$ cat src/rtl/npc_bpred_pkg.sv
// Shared types for the next-PC generator: 2-bit branch history counter
// encodings and the saturating counter update helpers.
package npc_bpred_pkg;

    typedef logic [1:0] bht_ctr_t;

    localparam bht_ctr_t BHT_SNT = 2'b00;
    localparam bht_ctr_t BHT_WNT = 2'b01;
    localparam bht_ctr_t BHT_WT  = 2'b10;
    localparam bht_ctr_t BHT_ST  = 2'b11;

    function automatic bht_ctr_t ctr_inc(input bht_ctr_t c);
        return (c == BHT_ST) ? c : c + 2'b01;
    endfunction

    function automatic bht_ctr_t ctr_dec(input bht_ctr_t c);
        return (c == BHT_SNT) ? c : c - 2'b01;
    endfunction

endpackage

$ cat src/rtl/npc_bpred_if.sv
// Fetch/EX bundle between the pipeline and the next-PC generator.
// No handshake: EX inputs are qualified by ex_valid alone, outputs are always meaningful.
interface npc_bpred_if #(
    parameter int ADDR_W = 32
);
    logic              stall;
    logic [ADDR_W-1:0] pc;
    logic [ADDR_W-1:0] npc;
    logic              pred_taken;
    logic [ADDR_W-1:0] pred_target;
    logic              ex_valid;
    logic              ex_is_jump;
    logic              ex_taken;
    logic [ADDR_W-1:0] ex_pc;
    logic [ADDR_W-1:0] ex_target;
    logic              ex_pred_taken;
    logic [ADDR_W-1:0] ex_pred_tgt;
    logic              flush;

    modport master (
        output stall, ex_valid, ex_is_jump, ex_taken, ex_pc, ex_target,
               ex_pred_taken, ex_pred_tgt,
        input  pc, npc, pred_taken, pred_target, flush
    );

    modport slave (
        input  stall, ex_valid, ex_is_jump, ex_taken, ex_pc, ex_target,
               ex_pred_taken, ex_pred_tgt,
        output pc, npc, pred_taken, pred_target, flush
    );
endinterface

$ cat src/rtl/npc_bpred_btb.sv
// Direct-mapped BTB + BHT storage: two async read ports (fetch lookup, EX training)
// and one sync write port. A write never affects reads in the same cycle.
module npc_bpred_btb
    import npc_bpred_pkg::*;
#(
    parameter int ADDR_W  = 32,
    parameter int ENTRIES = 16,
    parameter int IDX_W   = $clog2(ENTRIES),
    parameter int TAG_W   = ADDR_W - IDX_W - 2
) (
    input  logic              clk_i,
    input  logic              rstn_i,
    input  logic [IDX_W-1:0]  rd_idx_i,
    output logic              rd_valid_o,
    output logic [TAG_W-1:0]  rd_tag_o,
    output logic [ADDR_W-1:0] rd_tgt_o,
    output logic              rd_jump_o,
    output bht_ctr_t          rd_ctr_o,
    input  logic [IDX_W-1:0]  ex_idx_i,
    output logic              ex_valid_o,
    output logic [TAG_W-1:0]  ex_tag_o,
    output bht_ctr_t          ex_ctr_o,
    input  logic              we_i,
    input  logic              wr_entry_i,
    input  logic [IDX_W-1:0]  wr_idx_i,
    input  logic [TAG_W-1:0]  wr_tag_i,
    input  logic [ADDR_W-1:0] wr_tgt_i,
    input  logic              wr_jump_i,
    input  bht_ctr_t          wr_ctr_i
);

    logic              valid_q [ENTRIES];
    logic [TAG_W-1:0]  tag_q   [ENTRIES];
    logic [ADDR_W-1:0] tgt_q   [ENTRIES];
    logic              jump_q  [ENTRIES];
    bht_ctr_t          ctr_q   [ENTRIES];

    assign rd_valid_o = valid_q[rd_idx_i];
    assign rd_tag_o   = tag_q[rd_idx_i];
    assign rd_tgt_o   = tgt_q[rd_idx_i];
    assign rd_jump_o  = jump_q[rd_idx_i];
    assign rd_ctr_o   = ctr_q[rd_idx_i];
    assign ex_valid_o = valid_q[ex_idx_i];
    assign ex_tag_o   = tag_q[ex_idx_i];
    assign ex_ctr_o   = ctr_q[ex_idx_i];

    // wr_entry_i=0 is a counter-only update (not-taken on a hit).
    always_ff @(posedge clk_i or negedge rstn_i) begin
        if (!rstn_i) begin
            for (int i = 0; i < ENTRIES; i++) begin
                valid_q[i] <= 1'b0;
                tag_q[i]   <= '0;
                tgt_q[i]   <= '0;
                jump_q[i]  <= 1'b0;
                ctr_q[i]   <= BHT_WNT;
            end
        end else if (we_i) begin
            ctr_q[wr_idx_i] <= wr_ctr_i;
            if (wr_entry_i) begin
                valid_q[wr_idx_i] <= 1'b1;
                tag_q[wr_idx_i]   <= wr_tag_i;
                tgt_q[wr_idx_i]   <= wr_tgt_i;
                jump_q[wr_idx_i]  <= wr_jump_i;
            end
        end
    end

endmodule

$ cat src/rtl/npc_bpred.sv
// Fetch PC register with BTB/BHT prediction, EX mispredict redirect and
// predictor training. Redirect takes effect on the following fetch.
module npc_bpred
    import npc_bpred_pkg::*;
#(
    parameter int              ADDR_W      = 32,
    parameter int              BTB_ENTRIES = 16,
    parameter logic [ADDR_W-1:0] RESET_PC  = '0
) (
    input logic         clk,
    input logic         rstn,
    npc_bpred_if.slave  bus
);

    localparam int IDX_W = $clog2(BTB_ENTRIES);
    localparam int TAG_W = ADDR_W - IDX_W - 2;

    logic [ADDR_W-1:0] pc_q, pc_d;
    logic [IDX_W-1:0]  lk_idx, ex_idx;
    logic [TAG_W-1:0]  lk_tag, ex_tag, rd_tag, ex_rd_tag;
    logic              rd_valid, rd_jump, ex_rd_valid;
    logic [ADDR_W-1:0] rd_tgt;
    bht_ctr_t          rd_ctr, ex_rd_ctr;
    logic              lk_hit, ex_hit, pred_taken, mis;
    logic [ADDR_W-1:0] pc_plus4, pred_target, fix;
    logic              we;
    bht_ctr_t          wr_ctr;

    assign lk_idx = pc_q[IDX_W+1:2];
    assign lk_tag = pc_q[ADDR_W-1:IDX_W+2];
    assign ex_idx = bus.ex_pc[IDX_W+1:2];
    assign ex_tag = bus.ex_pc[ADDR_W-1:IDX_W+2];

    npc_bpred_btb #(
        .ADDR_W  (ADDR_W),
        .ENTRIES (BTB_ENTRIES)
    ) u_btb (
        .clk_i      (clk),
        .rstn_i     (rstn),
        .rd_idx_i   (lk_idx),
        .rd_valid_o (rd_valid),
        .rd_tag_o   (rd_tag),
        .rd_tgt_o   (rd_tgt),
        .rd_jump_o  (rd_jump),
        .rd_ctr_o   (rd_ctr),
        .ex_idx_i   (ex_idx),
        .ex_valid_o (ex_rd_valid),
        .ex_tag_o   (ex_rd_tag),
        .ex_ctr_o   (ex_rd_ctr),
        .we_i       (we),
        .wr_entry_i (bus.ex_taken),
        .wr_idx_i   (ex_idx),
        .wr_tag_i   (ex_tag),
        .wr_tgt_i   (bus.ex_target),
        .wr_jump_i  (bus.ex_is_jump),
        .wr_ctr_i   (wr_ctr)
    );

    assign lk_hit      = rd_valid && (rd_tag == lk_tag);
    assign pred_taken  = lk_hit && (rd_jump || rd_ctr[1]);
    assign pc_plus4    = pc_q + ADDR_W'(4);
    assign pred_target = pred_taken ? rd_tgt : pc_plus4;

    assign mis = bus.ex_valid &&
                 ((bus.ex_taken != bus.ex_pred_taken) ||
                  (bus.ex_taken && (bus.ex_target != bus.ex_pred_tgt)));
    assign fix = bus.ex_taken ? bus.ex_target : bus.ex_pc + ADDR_W'(4);

    // A mispredict redirect wins over a stall so the wrong path is never held.
    always_comb begin
        pc_d = pred_target;
        if (bus.stall) pc_d = pc_q;
        if (mis)       pc_d = fix;
    end

    always_ff @(posedge clk or negedge rstn) begin
        if (!rstn) pc_q <= RESET_PC;
        else       pc_q <= pc_d;
    end

    // Taken always (re)allocates; not-taken only weakens an entry that really hits.
    assign ex_hit = ex_rd_valid && (ex_rd_tag == ex_tag);
    assign we     = bus.ex_valid && (bus.ex_taken || ex_hit);
    assign wr_ctr = bus.ex_taken ? ctr_inc(ex_rd_ctr) : ctr_dec(ex_rd_ctr);

    assign bus.pc          = pc_q;
    assign bus.npc         = pc_d;
    assign bus.pred_taken  = pred_taken;
    assign bus.pred_target = pred_target;
    assign bus.flush       = mis;

endmodule

$ cat src/flat_wrapper.sv
// flat-port wrapper written by rule: the top's interface ports become plain ports
module npc_bpred_flat import npc_bpred_pkg::*;
#(
    parameter int              ADDR_W      = 32,
    parameter int              BTB_ENTRIES = 16,
    parameter logic [ADDR_W-1:0] RESET_PC  = '0
)
  (clk, rstn, bus_stall, bus_ex_valid, bus_ex_is_jump, bus_ex_taken, bus_ex_pc, bus_ex_target, bus_ex_pred_taken, bus_ex_pred_tgt, bus_pc, bus_npc, bus_pred_taken, bus_pred_target, bus_flush);
  npc_bpred_if #(.ADDR_W(ADDR_W)) bus_i ();
  input logic clk;
  input logic rstn;
  input wire logic [$bits(bus_i.stall)-1:0] bus_stall;
  input wire logic [$bits(bus_i.ex_valid)-1:0] bus_ex_valid;
  input wire logic [$bits(bus_i.ex_is_jump)-1:0] bus_ex_is_jump;
  input wire logic [$bits(bus_i.ex_taken)-1:0] bus_ex_taken;
  input wire logic [$bits(bus_i.ex_pc)-1:0] bus_ex_pc;
  input wire logic [$bits(bus_i.ex_target)-1:0] bus_ex_target;
  input wire logic [$bits(bus_i.ex_pred_taken)-1:0] bus_ex_pred_taken;
  input wire logic [$bits(bus_i.ex_pred_tgt)-1:0] bus_ex_pred_tgt;
  output wire logic [$bits(bus_i.pc)-1:0] bus_pc;
  output wire logic [$bits(bus_i.npc)-1:0] bus_npc;
  output wire logic [$bits(bus_i.pred_taken)-1:0] bus_pred_taken;
  output wire logic [$bits(bus_i.pred_target)-1:0] bus_pred_target;
  output wire logic [$bits(bus_i.flush)-1:0] bus_flush;
  assign bus_i.stall = bus_stall;
  assign bus_i.ex_valid = bus_ex_valid;
  assign bus_i.ex_is_jump = bus_ex_is_jump;
  assign bus_i.ex_taken = bus_ex_taken;
  assign bus_i.ex_pc = bus_ex_pc;
  assign bus_i.ex_target = bus_ex_target;
  assign bus_i.ex_pred_taken = bus_ex_pred_taken;
  assign bus_i.ex_pred_tgt = bus_ex_pred_tgt;
  assign bus_pc = bus_i.pc;
  assign bus_npc = bus_i.npc;
  assign bus_pred_taken = bus_i.pred_taken;
  assign bus_pred_target = bus_i.pred_target;
  assign bus_flush = bus_i.flush;
  npc_bpred #(.ADDR_W(ADDR_W), .BTB_ENTRIES(BTB_ENTRIES), .RESET_PC(RESET_PC)) u_core (.clk(clk), .rstn(rstn), .bus(bus_i));
endmodule
$ cat config.mk
export PLATFORM = sky130hd
export DESIGN_NAME = npc_bpred_flat
export DESIGN_NICKNAME = d
export VERILOG_FILES = /design/src/rtl/npc_bpred_pkg.sv /design/src/rtl/npc_bpred_if.sv /design/src/rtl/npc_bpred_btb.sv /design/src/rtl/npc_bpred.sv /design/src/flat_wrapper.sv
export SDC_FILE = /design/constraint.sdc
export NUM_CORES = 2
export LEC_CHECK = 0
export CAP_MARGIN = 20
export CORE_MARGIN = 10
export CORE_UTILIZATION = 50
export CTS_CLUSTER_DIAMETER = 80
export DETAILED_ROUTE_END_ITERATION = 10
export MAX_ROUTING_LAYER = met4
export PLACE_DENSITY = 0.69
export REMOVE_ABC_BUFFERS = 1
export SYNTH_ARGS = -nofsm -noshare
export SYNTH_HDL_FRONTEND = slang
export SYNTH_SLANG_ARGS = --single-unit
export TNS_END_PERCENT = 20
$ cat constraint.sdc
create_clock -name clk -period 5.97 [get_ports clk]
set_clock_uncertainty 0.15 [all_clocks]
set_input_delay 1.194 -clock clk [delete_from_list [all_inputs] [get_ports clk]]
set_output_delay 1.194 -clock clk [all_outputs]
set_load 0.02 [all_outputs]
==> metrics.cfg <==
[setup_path]
worstPathRequired_ns = 4.63
r2r_start = u_core.bus.pc[2]
critPathArrivalTime_ns = 4.75
r2r_setup_slack_ns = 1.73
endpoint_kind = primary output
r2r_end = u_core.bus.pc[6]
r2r_cells = 15
crit_type = flip-flop to primary output
crit_fanout = 6
start_kind = flip-flop

[logic_synthesis]
yosys_warnings = 0
yosysSeqAreaShare = 0.485
synth-main-ff-cell = dfrtp_1
async_flop_share = 1.00
postSynthCellCount = 3633
synth_seq_cells = 1024
synthesis.area_sq_mm = 0.0528
avgSynthCellArea_sq_um = 14.5
synth_edf_count = 0
ys_types = 70

[run_status]
violations = setup timing
status = finished, violations left

[timing]
finalHoldViolCount = 0
max_slew_margin = 0.199
tns_ns = -1.53
period_share = 1.02
setup_viol = 23
fmax_mhz = 164
finalMaxSlewViolations = 0
worst_hold_slack_ns = 0.344
grt_setup_unrepaired = true
tightest_slew_ns = 1.20
fin_ws_ns = -0.126
fin_crit_ns = 6.10

[min_path]
min_path_cells = 1
worstHoldEndpoint = u_core.u_btb.valid_q[1]
hold_path.class = flip-flop to flip-flop
worstHoldStart = u_core.u_btb.valid_q[1]

[route]
antenna_left = 0
via_per_inst = 6.52
wl_per_cell_um = 32.2
dr.first_iter.drc_count = 3843
dr.pass1.iters = 8
routed_wirelength_mm = 174
via_count = 35212
drc = 0

[clocking]
tritoncts = built
clk_latency_ns = 0.73
clock_path_buffers = 3
cts_max_level = 3
cts.sinks = 1024
path_clk_slew_ns = 0.06
cts_buffers = 110
cts_hold_buf = 0
cts_root_buffer = clkbuf_16

[cells_and_area]
n_fill_cell = 8151
nNetsFinal = 4022
layout_common_cells = dfrtp_1, mux2_2, mux4_2
drive_gt1_frac = 0.520
area_growth_pct = 19.0
final_common_cell = dfrtp_1
fin_util = 0.598

[die]
die-height_um = 345
coreArea_sq_mm = 0.105
placementRows = 119
die_w_um = 345
pin_count = 201
die_area_sq_mm = 0.119
start_util = 0.503

[power_and_ir_drop]
p_total_mw = 22.5
p_per_area_mw_per_mm2 = 357
ir_drop_v = 0.000290
leakagePower_nw = 27.1

[global_routing]
grt_usage = 0.292
grt_start_max_net_pins = 148
antenna_found_initial = 4
grt_pass1_wl_mm = 254
grt-ovfl-total = 0
grt_pass1_vias = 36364

[place]
dpl.hpwl_mm = 110
gp_congestion = 0.920
portBuffers = 200

[run]
cap_violations = 0

cell type report:
type                            count  area (sq um)  share of cell area
Sequential cell                  1024         25700               0.408
Tap cell                         1391          1740              0.0277
Multi-Input combinational cell   2217         26200               0.416
Clock buffer                      175          3250              0.0517
Timing Repair Buffer              541          5570              0.0886
Antenna cell                        1          2.50           0.0000398
Clock inverter                     29           392             0.00623
Inverter                           20          75.1             0.00119
kinds of logic after synthesis:
| group | count (synthesis) | share of synthesized area |
|---|---|---|
| buffers and inverters | 392 | 0.0316 |
| AOI/OAI and AO/OA | 191 | 0.0250 |
| and+or+nand+nor | 414 | 0.0390 |
| muxes | 1463 | 0.394 |
| DFF | 1024 | 0.485 |
| adders and majority gates | 7 | 0.00156 |
| xor gates and xnor gates | 142 | 0.0235 |
timing repair:
item / 4_1_cts / 5_1_grt
setup endpoints to repair: 65 / 65
resized for setup: 294 / 104
cloned: 6 / 4
pin swaps: 24 / 39
buffers inserted: 30 / 26
stage by stage:
stage	setup slack, ns	instances	area [sq um]
5_1_grt	-0.194	5398	62900
3_5_place_dp	-1.21	5129	57900
4_1_cts	-0.231	5368	62200
3_3_place_gp	-1.21	5129	57900
2_1_floorplan	-8.54	3261	51200
6_report	-0.126	5398	62900
cell usage after synthesis (10+ instances only):
cell / instances / area, sq um
mux2_4: 10 / 150
xor2_1: 63 / 552
nor3_1: 19 / 95.1
a31oi_1: 11 / 68.8
nor2_1: 97 / 364
buf_6: 11 / 124
nor4_1: 18 / 113
mux4_2: 390 / 8780
and3_1: 33 / 206
dfrtp_1: 1008 / 25200
nand2_1: 115 / 432
xnor2_1: 79 / 692
nand2b_1: 12 / 75.1
a21oi_1: 39 / 195
mux2i_1: 74 / 741
clkbuf_1: 261 / 980
o21ai_0: 42 / 210
mux2_2: 988 / 11100
dfstp_2: 16 / 420
inv_1: 17 / 63.8
and2_1: 11 / 68.8
buf_2: 65 / 325
or2_2: 16 / 100
a211oi_1: 10 / 75.1
a211o_1: 19 / 166
buf_1: 24 / 90.1
nand3_1: 36 / 180
a22o_1: 11 / 96.3
nand4_1: 21 / 131
a221oi_1: 11 / 96.3
routing by layer:
metal,vias up,global-route usage,share of wire
li1,14163,-,-
met1,18906,0.393,0.41
met2,1780,0.424,0.45
met3,363,0.0784,0.099
met4,0,0.102,0.035
met5,-,-,0
how the worst max path moves through the flow:
| stage | from | depth (start not counted) | endpoint |
|---|---|---|---|
| 2_1_floorplan | u_core.bus.pc[2] | 7 | bus_pred_target[10] |
| 3_3_place_gp | bus_ex_pred_tgt[29] | 14 | bus_npc[25] |
| 3_5_place_dp | bus_ex_pred_tgt[29] | 14 | bus_npc[25] |
| 4_1_cts | u_core.bus.pc[2] | 15 | bus_npc[13] |
| 5_1_grt | u_core.bus.pc[2] | 15 | bus_npc[8] |
| 6_report | u_core.bus.pc[2] | 15 | bus_npc[31] |
flip-flops by register name, indices dropped and copies added, names as in the netlist:
| name | count |
|---|---|
| u_core.u_btb.ctr_q | 32 |
| u_core.bus.pc | 32 |
| u_core.u_btb.tag_q | 416 |
| u_core.u_btb.tgt_q | 512 |
| u_core.u_btb.jump_q | 16 |
| u_core.u_btb.valid_q | 16 |
where the power goes:
part	switching, mW	internal, mW	total [mW]	leakage (nW)
clock	2.92	4.03	6.94	1.78
sequential	0.969	8.31	9.28	13.0
combinational	2.84	3.41	6.25	12.3
total	6.72	15.7	22.5	27.1
worst max-delay path, cell delays in order, from the launching register on:
cell       delay (ns)
dfrtp_4          0.48
buf_12           0.18
buf_12           0.13
mux4_2           0.51
mux2i_2          0.22
xor2_2           0.27
o2111ai_2        0.22
nor4_4           0.27
buf_4            0.23
o21ai_4          0.08
nor4_4           0.27
buf_12           0.21
buf_6            0.12
mux2_4           0.30
a211o_4          0.38
buf_6            0.15
(Power assumes the default switching activity.)
